--- config.mk ---
export PLATFORM = sky130hd
export DESIGN_NAME = data_mem_responder
export DESIGN_NICKNAME = d
export VERILOG_FILES = /design/src/rtl/data_mem_responder.sv
export SDC_FILE = /design/constraint.sdc
export NUM_CORES = 2
export LEC_CHECK = 0
export ABC_AREA = 1
export CAP_MARGIN = 15
export CORE_UTILIZATION = 36
export CTS_BUF_LIST = sky130_fd_sc_hd__clkbuf_4 sky130_fd_sc_hd__clkbuf_8
export DETAILED_ROUTE_END_ITERATION = 16
export MAX_ROUTING_LAYER = met4
export SLEW_MARGIN = 40
export SYNTH_ARGS = -nofsm -noshare
export SYNTH_HDL_FRONTEND = slang
export SYNTH_SLANG_ARGS = --single-unit
--- constraint.sdc ---
create_clock -name clk -period 3.5 [get_ports clk]
set_input_delay 0.7 -clock clk [delete_from_list [all_inputs] [get_ports clk]]
set_output_delay 0.7 -clock clk [all_outputs]
set_load 0.005 [all_outputs]
--- src/rtl/data_mem_responder.sv ---
// Responder end of the MEM-stage data-memory interface.
// Services one read or write at a time from an internal word array with a
// fixed number of wait states, holding ready low so the pipeline freezes
// until the access completes.

module data_mem_responder #(
    parameter int WAIT_CYCLES = 4,
    parameter int DEPTH       = 64,
    parameter int BASE_ADDR   = 1024
) (
    input  logic        clk,
    input  logic        rst,
    input  logic        MEM_R_EN,
    input  logic        MEM_W_EN,
    input  logic [31:0] ALU_result,
    input  logic [31:0] ST_val,
    output logic [31:0] read_data,
    output logic        ready,
    output logic        addr_err
);

    // cnt only ever counts 0 .. WAIT_CYCLES-1 while BUSY
    localparam int CNT_W = (WAIT_CYCLES > 1) ? $clog2(WAIT_CYCLES) : 1;
    localparam int IDX_W = (DEPTH > 1) ? $clog2(DEPTH) : 1;

    localparam logic [1:0] IDLE = 2'd0;
    localparam logic [1:0] BUSY = 2'd1;
    localparam logic [1:0] DONE = 2'd2;

    logic [1:0]       state;
    logic [1:0]       state_nxt;
    logic [CNT_W-1:0] cnt;

    logic [31:0]      addr_q;
    logic [31:0]      wdata_q;
    logic             write_q;

    logic [31:0]      mem [0:DEPTH-1];

    logic             req;
    logic [31:0]      offset;
    logic             in_range;
    logic [IDX_W-1:0] word_idx;
    logic             last_busy;

    assign req = MEM_R_EN | MEM_W_EN;

    // Range check on the latched address; an address below BASE_ADDR wraps
    // to a huge unsigned offset and therefore also fails the compare.
    assign offset   = addr_q - 32'(BASE_ADDR);
    assign in_range = offset < 32'(4 * DEPTH);
    assign word_idx = offset[IDX_W+1:2];

    assign last_busy = (state == BUSY) && (cnt == CNT_W'(WAIT_CYCLES - 1));

    assign ready = ((state == IDLE) && !req) || (state == DONE);

    // Next-state logic: IDLE waits for a request, BUSY runs the wait states,
    // DONE is a single completion cycle
    always_comb begin
        state_nxt = state;
        case (state)
            IDLE:    if (req) state_nxt = BUSY;
            BUSY:    if (last_busy) state_nxt = DONE;
            DONE:    state_nxt = IDLE;
            default: state_nxt = IDLE;
        endcase
    end

    // Control state, request latch and registered results
    always_ff @(posedge clk or negedge rst) begin
        if (!rst) begin
            state     <= IDLE;
            cnt       <= '0;
            addr_q    <= '0;
            wdata_q   <= '0;
            write_q   <= 1'b0;
            read_data <= '0;
            addr_err  <= 1'b0;
        end else begin
            state <= state_nxt;

            if ((state == IDLE) && req) begin
                addr_q  <= ALU_result;
                wdata_q <= ST_val;
                write_q <= MEM_W_EN;
                cnt     <= '0;
            end else if (state == BUSY) begin
                cnt <= cnt + 1'b1;
            end

            if (last_busy) begin
                addr_err  <= !in_range;
                read_data <= (write_q || !in_range) ? 32'd0 : mem[word_idx];
            end else begin
                addr_err  <= 1'b0;
            end
        end
    end

    // Array write on the final BUSY edge; reset pulls state out of BUSY,
    // so an interrupted write never reaches this commit and is lost
    always_ff @(posedge clk) begin
        if (last_busy && write_q && in_range) begin
            mem[word_idx] <= wdata_q;
        end
    end

endmodule

==> results_dict.tcl <==
set metrics [dict create \
    critPathArrivalTime_ps 4110 \
    yosys_warnings 0 \
    drt_drc_violations_left 0 \
    floorplan.initialDensity_pct 36.2 \
    areaGrowthSynthToFinish_pct 16.7 \
    io_buffers 99 \
    clkTransAtPathRegs_ps 60 \
    clk-insertion-delay-late_ps 1090 \
    fin_tns_setup_ps 0 \
    wire_per_inst_um 22.8 \
    max-slew-margin-rel_pct 41.0 \
    cts_post_setup_buffers_inserted 0 \
    dp.final_hpwl_um 147000 \
    vias_per_cell 5.11 \
    global_route.overflow_total 0 \
    core-area_mm2 0.238 \
    yosysMostFrequentCell "sky130_fd_sc_hd__nand2_1" \
    clock.fmax_ghz 0.319 \
    routed_wl_um 254000 \
    vias 57100 \
    synth_cells 7376 \
    cts.root.buffer_cell "sky130_fd_sc_hd__clkbuf_8" \
    final_max_slew_viol_count 0 \
    met2_length_um 116000 \
    cts_sinks 2148 \
    final.setup_skew_ps 84.2 \
    postSynthRegisterBits 2148 \
    ctsHtreeMaxLevel 5 \
    number_of_gates_given_a_new_drive_strength_after_cts 0 \
    yosysUniqueCellTypes 34 \
    drtIter0Drc 6361 \
    criticalPathCategory "flop to flop" \
    synthesis.area_mm2 0.0862 \
    boundaryPins 102 \
    antenna_found_initial 18 \
    synth_nets 7445 \
    place_congestion 0.883 \
    cp_max_fo 53 \
    asyncSetResetFlopFracSynth_pct 4.66 \
    vdd_ir_drop_max_mv 0.725 \
    cts_tree "yes" \
    final_hold_viol_count 0 \
    floorplan.die_area_mm2 0.241 \
    track_usage_pct 21.4 \
    worst_setup_path_end_kind "flop" \
    worst_hold_path_type "primary input to flop" \
    setup_repair_after_global_routing_missed_its_margin "false" \
    synth_seq_area_share_pct 74.3 \
    drt_pre_antenna_iters 6 \
    fp.dieH_um 491 \
    static-leakage-power_nw 37.9 \
    hold_buffer_count_at_cts 1 \
    fin_nets 7813 \
    dr.max_layer_used "met4" \
    setup_slack_ps 366 \
    outcome "finished, final reports clean" \
    synth_top_area_share_pct 71.4 \
    grt_pass1_vias 55500 \
    holdPathStages 3 \
    synth_top_cells_by_area "sky130_fd_sc_hd__edfxtp_1, sky130_fd_sc_hd__nand2_1, sky130_fd_sc_hd__nor2_1, sky130_fd_sc_hd__dfrtp_1, sky130_fd_sc_hd__o22ai_1" \
    layout_worst_path_cycle_share_pct 89.5 \
    pre_cts_ws_ps 478 \
    tightestPinTransition_ps 885 \
    setup-violations-final 0 \
    fp-row-count 179 \
    layout-drive-gt1-share_pct 12.0 \
    first_pass_grt_wire_length_um 370000 \
    synth_enable_flop_cells 2048 \
    required_ps 4480 \
    numCtsBuffers 357 \
    max-clock-path-buffers 4 \
    max_cap_viol_count 0 \
    synth_area_per_cell_um2 11.7 \
    r2r_cell_count 11 \
    post_route_insts_no_fill 11200 \
    placedCellCount 10600 \
    met3WireLength_um 23200 \
    floorplan.die.width_um 491 \
    startpoint_type "flop" \
    antenna_nets_post_route 0 \
    synthFlopType "sky130_fd_sc_hd__edfxtp_1" \
    power_per_cell_area_mw_per_mm2 817 \
    grt_start_max_net_pins 117 \
    period_needed_ps 3130 \
    finalPower_mw 82.1 \
    wl_met1_um 105000 \
    synth_common_cells "sky130_fd_sc_hd__nand2_1, sky130_fd_sc_hd__edfxtp_1, sky130_fd_sc_hd__nor2_1" \
    synth_largest_area_cell "sky130_fd_sc_hd__edfxtp_1" \
]
[stage by stage]
| step | hold slack [ps] | instance area (um2) | utilization [%] |
|---|---|---|---|
| floorplan | 404 | 86200 | - |
| global placement | 463 | 93600 | 39.4 |
| detailed placement | 469 | 93700 | 39.4 |
| CTS | 40.2 | 101000 | 42.3 |
| global route | 98.3 | 101000 | 42.3 |
| finish | 141 | 101000 | 42.3 |
[worst paths after layout]
kind	slack, ps	from	to
setup / recovery	370	addr_q[3]	read_data[27]
hold / removal	140	ST_val[5]	wdata_q[5]
setup reg to reg	370	addr_q[3]	read_data[27]
hold reg to reg	480	read_data[7]	read_data[7]
max in group asynchronous	2510	rst	addr_q[21]
min in group asynchronous	210	rst	wdata_q[6]
[placed cells by master (no fill, tap or decap), drive strengths merged]
master and count:
a21oi 39, a22o 1, and2 1, buf 291, bufinv 9, clkbuf 490
clkdlybuf4s50 98, clkinv 107, clkinvlp 4, dfrtp 100, diode 3, dlygate4sd3 1
edfxtp 2048, ha 1, inv 322, nand2 2132, nand3 88, nand3b 3
nand4 13, nor2 1380, nor3 10, o21a 1, o21ai 436, o21bai 88
o22a 2, o22ai 327, or2 1, xor2 2
[power by group]
| group | internal (mW) | total [mW] | switching, mW |
|---|---|---|---|
| registers | 32.0 | 34.7 | 2.63 |
| logic | 6.96 | 26.0 | 19.0 |
| clock network | 11.7 | 21.5 | 9.80 |
| total | 50.7 | 82.1 | 31.5 |
[cells by family after synthesis]
| group | Yosys count | synth area share (%) |
|---|---|---|
| adders and majority gates | 1 | 0.0145 |
| DFF | 2148 | 74.3 |
| and+or+nand+nor | 3628 | 16.2 |
| xor gates and xnor gates | 2 | 0.0203 |
| buffers and inverters | 703 | 3.57 |
| AOI/OAI and AO/OA | 894 | 5.94 |
[routing by layer]
metal	GRT usage, %	up-vias
li1	-	25900
met1	28.4	28200
met5	-	-
met3	3.81	423
met4	8.33	0
met2	32.7	2569
[critical path: stages (launching register included)]
cell	delay (ps)
sky130_fd_sc_hd__dfrtp_4	670
sky130_fd_sc_hd__inv_8	250
sky130_fd_sc_hd__nand3_4	290
sky130_fd_sc_hd__buf_12	270
sky130_fd_sc_hd__o22ai_1	100
sky130_fd_sc_hd__nor2_1	120
sky130_fd_sc_hd__nand2_1	140
sky130_fd_sc_hd__nand2_1	250
sky130_fd_sc_hd__nand3_1	320
sky130_fd_sc_hd__nor2_1	360
sky130_fd_sc_hd__nand3_1	140
sky130_fd_sc_hd__nand2_1	90
[flip-flops by register name, indices dropped and copies added, names as in the netlist]
signal and cells:
addr_err 1, read_data 32, addr_q 30, cnt 2, mem 2048, state 2, wdata_q 32, write_q 1
[layout make-up]
| cell class | count | area, um2 |
|---|---|---|
| Clock inverter | 120 | 751 |
| Timing Repair Buffer | 390 | 4780 |
| Clock buffer | 490 | 6010 |
| Inverter | 322 | 1240 |
| Tap cell | 3167 | 3960 |
| Antenna cell | 3 | 7.51 |
| Sequential cell | 2148 | 64100 |
| Multi-Input combinational cell | 4525 | 19700 |
| Fill cell | 22000 | 137000 |
(Power assumes the default switching activity.)
